<file path="src/rtl/vec_pkg.sv">
// Shared types for the vector recorder: FSM state encoding and vector word sizing.
package vec_pkg;

    typedef enum logic [1:0] {
        IDLE  = 2'd0,
        SWEEP = 2'd1,
        DUMP  = 2'd2,
        DONE  = 2'd3
    } vr_state_t;

    // One vector word holds every input bit plus the single DUT response bit.
    function automatic int vec_word_width(input int nin);
        return nin + 1;
    endfunction

endpackage

</file>
<file path="src/rtl/vector_recorder_if.sv">
// Valid/ready read stream carrying recorded {stim, resp} vector words.
interface vector_recorder_if #(
    parameter int NIN = 3
);
    localparam int W = vec_pkg::vec_word_width(NIN);

    logic         rd_valid;
    logic         rd_ready;
    logic [W-1:0] rd_data;
    logic         rd_last;

    modport master (output rd_valid, output rd_data, output rd_last, input rd_ready);
    modport slave  (input rd_valid, input rd_data, input rd_last, output rd_ready);

endinterface

</file>
<file path="src/rtl/vec_mem.sv">
// Simple dual-port RAM: one write port, one registered read port.
module vec_mem #(
    parameter int DEPTH = 8,
    parameter int W     = 4,
    parameter int AW    = 3
) (
    input  logic          clk,
    input  logic          we,
    input  logic [AW-1:0] waddr,
    input  logic [W-1:0]  wdata,
    input  logic [AW-1:0] raddr,
    output logic [W-1:0]  rdata
);

    logic [W-1:0] mem [DEPTH];

    // NOTE: storage and read register take no reset so this maps onto block RAM;
    // the top masks rdata whenever it is not valid.
    always_ff @(posedge clk) begin
        if (we) begin
            mem[waddr] <= wdata;
        end
        rdata <= mem[raddr];
    end

endmodule

</file>
<file path="src/rtl/vector_recorder.sv">
// Sweeps all NIN-bit stimuli into a combinational DUT, records {stim, resp}, then streams them out.
module vector_recorder
    import vec_pkg::*;
#(
    parameter int NIN = 3
) (
    input  logic                     clk,
    input  logic                     reset,
    input  logic                     start,
    output logic [NIN-1:0]           stim,
    input  logic                     resp,
    output logic                     busy,
    output logic                     done,
    vector_recorder_if.master        rd
);

    localparam int W     = vec_word_width(NIN);
    localparam int DEPTH = 1 << NIN;
    localparam int CW    = NIN + 1;

    vr_state_t      state, state_nxt;
    logic [CW-1:0]  k, k_nxt, k_inc;
    logic [CW-1:0]  ptr, ptr_nxt, ptr_inc;
    logic [NIN-1:0] raddr;
    logic [W-1:0]   mem_q;
    logic           we;
    logic           xfer;
    logic           last;

    assign k_inc   = k + CW'(1);
    assign ptr_inc = ptr + CW'(1);
    assign last    = (state == DUMP) && (ptr == CW'(DEPTH - 1));
    assign xfer    = (state == DUMP) && rd.rd_ready;

    // NOTE: every output of this block is given a default first, so no branch
    // can leave one unassigned and infer a latch.
    always_comb begin
        state_nxt = state;
        k_nxt     = k;
        ptr_nxt   = ptr;
        we        = 1'b0;
        raddr     = ptr[NIN-1:0];
        case (state)
            IDLE: begin
                if (start) begin
                    state_nxt = SWEEP;
                    k_nxt     = '0;
                end
            end
            SWEEP: begin
                we    = 1'b1;
                k_nxt = k_inc;
                if (k_inc == CW'(DEPTH)) begin
                    state_nxt = DUMP;
                    k_nxt     = '0;
                    ptr_nxt   = '0;
                end
            end
            DUMP: begin
                // Prefetch: address the word that will be presented next cycle.
                if (xfer) begin
                    ptr_nxt = last ? '0 : ptr_inc;
                    raddr   = ptr_nxt[NIN-1:0];
                    if (last) begin
                        state_nxt = DONE;
                    end
                end
            end
            DONE: begin
                state_nxt = IDLE;
            end
            default: begin
                state_nxt = IDLE;
            end
        endcase
    end

    // NOTE: sequential state uses non-blocking assignments only.
    always_ff @(posedge clk) begin
        if (!reset) begin
            state <= IDLE;
            k     <= '0;
            ptr   <= '0;
        end else begin
            state <= state_nxt;
            k     <= k_nxt;
            ptr   <= ptr_nxt;
        end
    end

    vec_mem #(
        .DEPTH (DEPTH),
        .W     (W),
        .AW    (NIN)
    ) u_mem (
        .clk   (clk),
        .we    (we),
        .waddr (k[NIN-1:0]),
        .wdata ({k[NIN-1:0], resp}),
        .raddr (raddr),
        .rdata (mem_q)
    );

    // k is cleared on every exit from SWEEP, so stim reads 0 outside the sweep.
    assign stim        = k[NIN-1:0];
    assign busy        = (state == SWEEP) || (state == DUMP);
    assign done        = (state == DONE);
    assign rd.rd_valid = (state == DUMP);
    assign rd.rd_last  = last;
    assign rd.rd_data  = (state == DUMP) ? mem_q : '0;

endmodule

</file>
<file path="src/flat_wrapper.sv">
// flat-port wrapper written by rule: the top's interface ports become plain ports
module vector_recorder_flat import vec_pkg::*;
#(
    parameter int NIN = 3
)
  (clk, reset, start, stim, resp, busy, done, rd_rd_valid, rd_rd_data, rd_rd_last, rd_rd_ready);
  vector_recorder_if #(.NIN(NIN)) rd_i ();
  input  logic clk;
  input  logic reset;
  input  logic start;
  output logic [NIN-1:0] stim;
  input  logic resp;
  output logic busy;
  output logic done;
  output wire logic [$bits(rd_i.rd_valid)-1:0] rd_rd_valid;
  output wire logic [$bits(rd_i.rd_data)-1:0] rd_rd_data;
  output wire logic [$bits(rd_i.rd_last)-1:0] rd_rd_last;
  input wire logic [$bits(rd_i.rd_ready)-1:0] rd_rd_ready;
  assign rd_rd_valid = rd_i.rd_valid;
  assign rd_rd_data = rd_i.rd_data;
  assign rd_rd_last = rd_i.rd_last;
  assign rd_i.rd_ready = rd_rd_ready;
  vector_recorder #(.NIN(NIN)) u_core (.clk(clk), .reset(reset), .start(start), .stim(stim), .resp(resp), .busy(busy), .done(done), .rd(rd_i));
endmodule
</file>
<file path="config.mk">
export PLATFORM = sky130hd
export DESIGN_NAME = vector_recorder_flat
export DESIGN_NICKNAME = d
export VERILOG_FILES = /design/src/rtl/vec_pkg.sv /design/src/rtl/vector_recorder_if.sv /design/src/rtl/vec_mem.sv /design/src/rtl/vector_recorder.sv /design/src/flat_wrapper.sv
export SDC_FILE = /design/constraint.sdc
export NUM_CORES = 1
export LEC_CHECK = 0
export ABC_AREA = 1
export BUFFER_PORTS_ARGS = -buffer_cell sky130_fd_sc_hd__buf_2
export CORE_MARGIN = 3
export CORE_UTILIZATION = 35
export DETAILED_ROUTE_END_ITERATION = 8
export PLACE_DENSITY = 0.6
export SYNTH_ARGS = -nofsm -noshare
export SYNTH_HDL_FRONTEND = slang
export SYNTH_SLANG_ARGS = --single-unit
</file>
<file path="constraint.sdc">
create_clock -name clk -period 2 [get_ports clk]
set_input_delay 0.4 -clock clk [delete_from_list [all_inputs] [get_ports clk]]
set_output_delay 0.4 -clock clk [all_outputs]
set_load 0.005 [all_outputs]
</file>
=== Word level (Yosys, flattened, before mapping) ===
Memory sizes are Yosys's and may differ from the RTL's. A register that Yosys moved wholly into a read port is not among the register bits.
Index checks and enable logic that the tools add are counted.

* $add $sub $neg: 2
* Equal/unequal tests: 9
* Muxes and demuxes: 18
* Reduce and logical (&&, ||, !) cells: 9

{| class="wikitable"
|+ Operators by type and width
! cell !! number
|-
| two-way mux 4 bit || 6
|-
| one-hot mux 4 bit (2 select lines) || 2
|-
| adder 4 x 1 -> 4 bit, second input constant || 2
|-
| two-way mux 2 bit || 4
|-
| one-hot mux 2 bit (4 select lines) || 1
|-
| two-way mux 3 bit || 2
|-
| != test 2 x 1 -> 1 bit, second input constant || 3
|-
| == test 2 bit, second input constant || 2
|-
| == test 4 x 3 -> 1 bit, second input constant || 1
|-
| == test 4 bit, second input constant || 1
|-
| AND reduction 4 bit || 1
|-
| nonzero test 2 bit || 2
|-
| two-way mux 1 bit || 3
|-
| AND reduction 3 bit || 1
|-
| == test 2 x 1 -> 1 bit, second input constant || 1
|-
| logical AND 1 bit || 2
|-
| zero test 2 bit || 1
|-
| != test 2 bit, second input constant || 1
|-
| AND reduction 2 bit || 1
|-
| logical OR 1 bit || 1
|}

* Register bits after elaboration: 10
* Bits in writable memories: 32
* Output and inout port bits: 11
* Logic and storage cells: 42
* Memories kept: 1

{| class="wikitable"
|+ Memory list
! memory !! depth !! width !! rd ports !! clocked after Yosys merged registers in !! wr ports !! line !! text
|-
| u_core.u_mem.mem || 8 || 4 || 1 || 1 || 1 || vec_mem.sv:15 || <nowiki>logic [W-1:0] mem [DEPTH];</nowiki>
|}

=== Longest topological paths before layout ===
* Depth after elaboration: 5
* Gate-level depth with buffers: 13
* Gate-level depth less buffers: 11

=== By module ===
A second synthesis with hierarchy kept.

* Cell total of the unflattened synthesis: 277
* Area total of the unflattened synthesis: 2339.7 um^2

{| class="wikitable"
|+ By module, submodules not included
! module !! times used !! cells each !! area each (um^2) !! seq. area each (um^2)
|-
| vec_mem || 1 || 160 || 1567.8 || 1041.0
|-
| vector_recorder || 1 || 117 || 772.0 || 200.2
|}

=== Worst setup path before layout ===
No wires, ideal clock.

* Path kind: register -> register
* Start point: register u_core.state[1]
* End point: memory u_core.u_mem.mem[0][0] (enable)
* Data arrival time: 1231 ps
* Data required time: 1671 ps
* Slack: 439 ps
* Stages on the path, launching flop included: 6
* Path buffers: 0
* Clock period less this slack: 1561 ps
* Cells stage by stage: dfxtp_1 -> inv_1 -> ha_1 -> inv_1 -> or2_2 -> nor2_1

* Longest elaborated chain between the ends: 4

{| class="wikitable"
|+ Ends and longest elaborated chain
! what !! line !! text
|-
| start, declared || vector_recorder.sv:21 || <nowiki>vr_state_t state, state_nxt;</nowiki>
|-
| start signal, assigned || vector_recorder.sv:85 || <nowiki>state <= state_nxt;</nowiki>
|-
| == test 2 x 1 -> 1 bit || vector_recorder.sv:43 || <nowiki>case (state)</nowiki>
|-
| two-way mux 1 bit || vector_recorder.sv:43 ||
|-
| two-way mux 1 bit || vec_mem.sv:20 || <nowiki>if (we) begin</nowiki>
|-
| two-way mux 1 bit (not written as such) || vec_mem.sv:21 || <nowiki>mem[waddr] <= wdata;</nowiki>
|-
| end, declared || vec_mem.sv:15 ||
|}

Every way passes these cells.

=== Worst setup path in the final report ===
* Start point: register u_core.state[1]
* End point: memory u_core.u_mem.mem[4][3] (enable)

The elaborated chain is that of the path after synthesis.

==> out/results.ini <==
[status]
run_status=complete, no violations

[worst_hold_path]
hold_path.startpoint=reset
holdPathStages=3
whs_endpoint=u_core.ptr[3]$_SDFFE_PN0P_
min_path_type=input port to flop

[clock_tree]
clk_path_buf_depth=2
root_buffer=sky130_fd_sc_hd__clkbuf_8
ctsHtreeMaxLevel=2
cts.reportedPaths.clkPinSlew_ns=0.09
post_cts_resize_count=0
cts_tree=yes
postCtsHoldBufs=0
insertion_delay_ns=0.30
post-cts-setup-buffers=0
cts.sink_count=46
cts-buffers-inserted=5

[setup_path]
crit_buf_inv=2
worst_setup_path_end_kind=flop
worst_ep_required_time_ns=1.97
worstPathArrival_ns=1.81
worstReg2RegEnd=u_core.u_mem.mem[4][3]$_DFFE_PP_
cp_slowest_stage_delay_ns=0.35
critical_path.slowest_cell=sky130_fd_sc_hd__dfxtp_1
timing.critical_path.fanout_max=5
startpoint_class_of_the_critical_path=flop
critical_path_class=flop to flop
timing.critical_path.cells=inv_1 > ha_1 > inv_1 > or2_2 > nor2_1
timing.rr.start=u_core.state[1]$_SDFFE_PN0P_
timing.reg2reg.setup_slack_ns=0.16
cpLargestDelayFamily=simple AND/OR/NAND/NOR gates
worst_path_most_repeated_cell=sky130_fd_sc_hd__inv_1
worst-r2r-cell-count=5

[synthesis]
synth.top_cells.by_area=sky130_fd_sc_hd__edfxtp_1 41%, sky130_fd_sc_hd__dfxtp_1 12%, sky130_fd_sc_hd__nand2_1 10%
synth_area_leader=sky130_fd_sc_hd__edfxtp_1
synthesis.instances=255
netlist.area_leader.share_pct=41.3
synth.yosys.warnings=0
synth.yosys.seq_area_share_pct=53.3
ys_ff_latch=46
synthesis.nets=267
number_of_distinct_library_cells_after_synthesis=28
synth_area_um2=2330
syn-mean-instance-area_um2=9.13

[power_and_ir_drop]
power.density_cell_area_nw_per_um2=1300
design_power_total_mw=3.41
worst_ir_drop_vdd_mv=0.603
cellLeakagePower_nw=1.17

[routing]
postRouteAntennaNets=0
drt_drc_violations_left=0
vias_per_cell=4.54
drt_pass1_iterations=4
routed_wire_length_per_instance_um=12.1
routed-via-count=1611
drtIter0Drc=137
postRouteWirelength_um=4300

[cells_and_area]
post_route_cells_drive_above_1_share_pct=18.3
num_antenna_cells=0
num-fill-cells=632
post-route-cell-area_um2=2630
nNetsFinal=289
post_layout_nonfiller_instances=355
fin_util_pct=41.2
flow.area_growth_from_synthesis_pct=13.1

[global_routing]
grt_usage_pct=12.5
antenna_found_initial=0
gr-total-overflow=0
grt_start_max_net_pins=21
first_global_vias=1596
grt_pass1_wl_um=7470

[flow_run]
timing.max_cap.violations=0

[sta]
final.setup.worst_slack_ns=0.161
final.min_clock_period_ns=1.84
report.final.slew_viol_count=0
final_hold_vio_count=0
max_slew.worst_pin.slew_ns=0.385
rsz_0062_raised_after_global_routing=false
finalSetupTns_ns=0
max-slew-margin-rel_pct=74.3
fmax_mhz=544
fin_skew_ns=0.00305
setup_viol=0
hold-worst-slack_ns=0.402
final.period_utilization_pct=92.0

[floorplan]
die-area_um2=7660
pin_count=16
die_height_um=87.5
placementRows=29
die_x_um=87.5
core_area_um2=6390
effective_utilization_at_floorplan_pct=36.4

[placed_design]
place_congestion=0.787
detailed_place.area_um2=2490
port_buffers=15
post-place-ws_ns=0.176
post-dp-hpwl_um=3190
placed_cells_incl_taps=347

## cell usage after synthesis
master and n:
sky130_fd_sc_hd__o21ai_1 5, sky130_fd_sc_hd__a31oi_1 1, sky130_fd_sc_hd__nand2_4 3, sky130_fd_sc_hd__o21ai_0 3, sky130_fd_sc_hd__nand3_4 2, sky130_fd_sc_hd__nand2_2 4, sky130_fd_sc_hd__nand4_1 6, sky130_fd_sc_hd__or2_2 1
sky130_fd_sc_hd__ha_1 7, sky130_fd_sc_hd__a21oi_1 7, sky130_fd_sc_hd__nand3b_1 12, sky130_fd_sc_hd__nor2_4 1, sky130_fd_sc_hd__dfxtp_1 14, sky130_fd_sc_hd__nand3_1 15, sky130_fd_sc_hd__o22ai_2 1, sky130_fd_sc_hd__nor2_1 23
sky130_fd_sc_hd__buf_2 1, sky130_fd_sc_hd__edfxtp_1 32, sky130_fd_sc_hd__nor3_1 1, sky130_fd_sc_hd__a2bb2oi_1 1, sky130_fd_sc_hd__nand3_2 2, sky130_fd_sc_hd__nand2_1 64, sky130_fd_sc_hd__buf_4 5, sky130_fd_sc_hd__o21ai_2 1
sky130_fd_sc_hd__inv_2 5, sky130_fd_sc_hd__nor2b_1 1, sky130_fd_sc_hd__buf_6 2, sky130_fd_sc_hd__inv_1 35
## metal layers
| metal | part of all wire (%) | global-route usage (%) | up-vias |
|---|---|---|---|
| li1 | - | - | 869 |
| met1 | 50 | 17.3 | 718 |
| met2 | 46 | 19.5 | 17 |
| met3 | 2.2 | 2.54 | 7 |
| met4 | 1.6 | 4.18 | 0 |
| met5 | 0 | 0 | - |
## how the worst max path moves through the flow
stage	slack (ns)	end	cells past startpoint	from
5_1_grt	0.06	rd_rd_data[3]	6	u_core.state[0]$_SDFFE_PN0P_
6_report	0.16	u_core.u_mem.mem[4][3]$_DFFE_PP_	5	u_core.state[1]$_SDFFE_PN0P_
2_1_floorplan	0.44	u_core.u_mem.mem[0][0]$_DFFE_PP_	5	u_core.state[1]$_SDFFE_PN0P_
3_3_place_gp	0.22	u_core.u_mem.mem[6][0]$_DFFE_PP_	5	u_core.state[1]$_SDFFE_PN0P_
3_5_place_dp	0.18	u_core.u_mem.mem[4][2]$_DFFE_PP_	5	u_core.state[1]$_SDFFE_PN0P_
4_1_cts	0.15	u_core.u_mem.mem[4][3]$_DFFE_PP_	5	u_core.state[1]$_SDFFE_PN0P_
## layout by cell type, fill, tap and decap left out, types with 6 or more instances in the layout
cell type / netlist / routed
sky130_fd_sc_hd__buf_4: 5 / 8
sky130_fd_sc_hd__a21oi_1: 7 / 7
sky130_fd_sc_hd__edfxtp_1: 32 / 32
sky130_fd_sc_hd__buf_2: 1 / 15
sky130_fd_sc_hd__nand2_1: 64 / 64
sky130_fd_sc_hd__nor2_1: 23 / 23
sky130_fd_sc_hd__nand3b_1: 12 / 12
sky130_fd_sc_hd__nand4_1: 6 / 6
sky130_fd_sc_hd__inv_1: 35 / 35
sky130_fd_sc_hd__nand3_1: 15 / 15
sky130_fd_sc_hd__ha_1: 7 / 7
sky130_fd_sc_hd__dfxtp_1: 14 / 14
## power by group
group	internal, mW	switching (mW)
logic	0.482	0.818
registers	1.21	0.0740
clock network	0.501	0.322
total	2.20	1.21
## cell families after synthesis
kind of cell,count (synthesis),synth area share (%)
fa+ha+maj,7,3.76
compound gates,19,4.78
simple gates,135,28.9
flops,46,53.3
buf+inv,48,9.25
## sequential cells by signal (all words and copies together), names as in the netlist
| name | count |
|---|---|
| u_core.k | 4 |
| u_core.state | 2 |
| u_core.ptr | 4 |
| u_core.u_mem.rdata | 4 |
| u_core.u_mem.mem | 32 |
## final cells by class
class                      instances  area, um2  share of cell area, %
inverter                          40        150                   5.71
clock buffer                       5       68.8                   2.62
sequential                        46       1240                   47.2
timing repair buffer              23        135                   5.14
clock inverter                     3       68.8                   2.62
multi-input combinational        161        871                   33.1
tap                               77       96.3                   3.66
## worst register-to-register path, cell delays in order (launching register included)
cell	delay, ns
sky130_fd_sc_hd__dfxtp_1	0.35
sky130_fd_sc_hd__inv_1	0.09
sky130_fd_sc_hd__ha_1	0.30
sky130_fd_sc_hd__inv_1	0.10
sky130_fd_sc_hd__or2_2	0.33
sky130_fd_sc_hd__nor2_1	0.32
(Power assumes the default switching activity.)
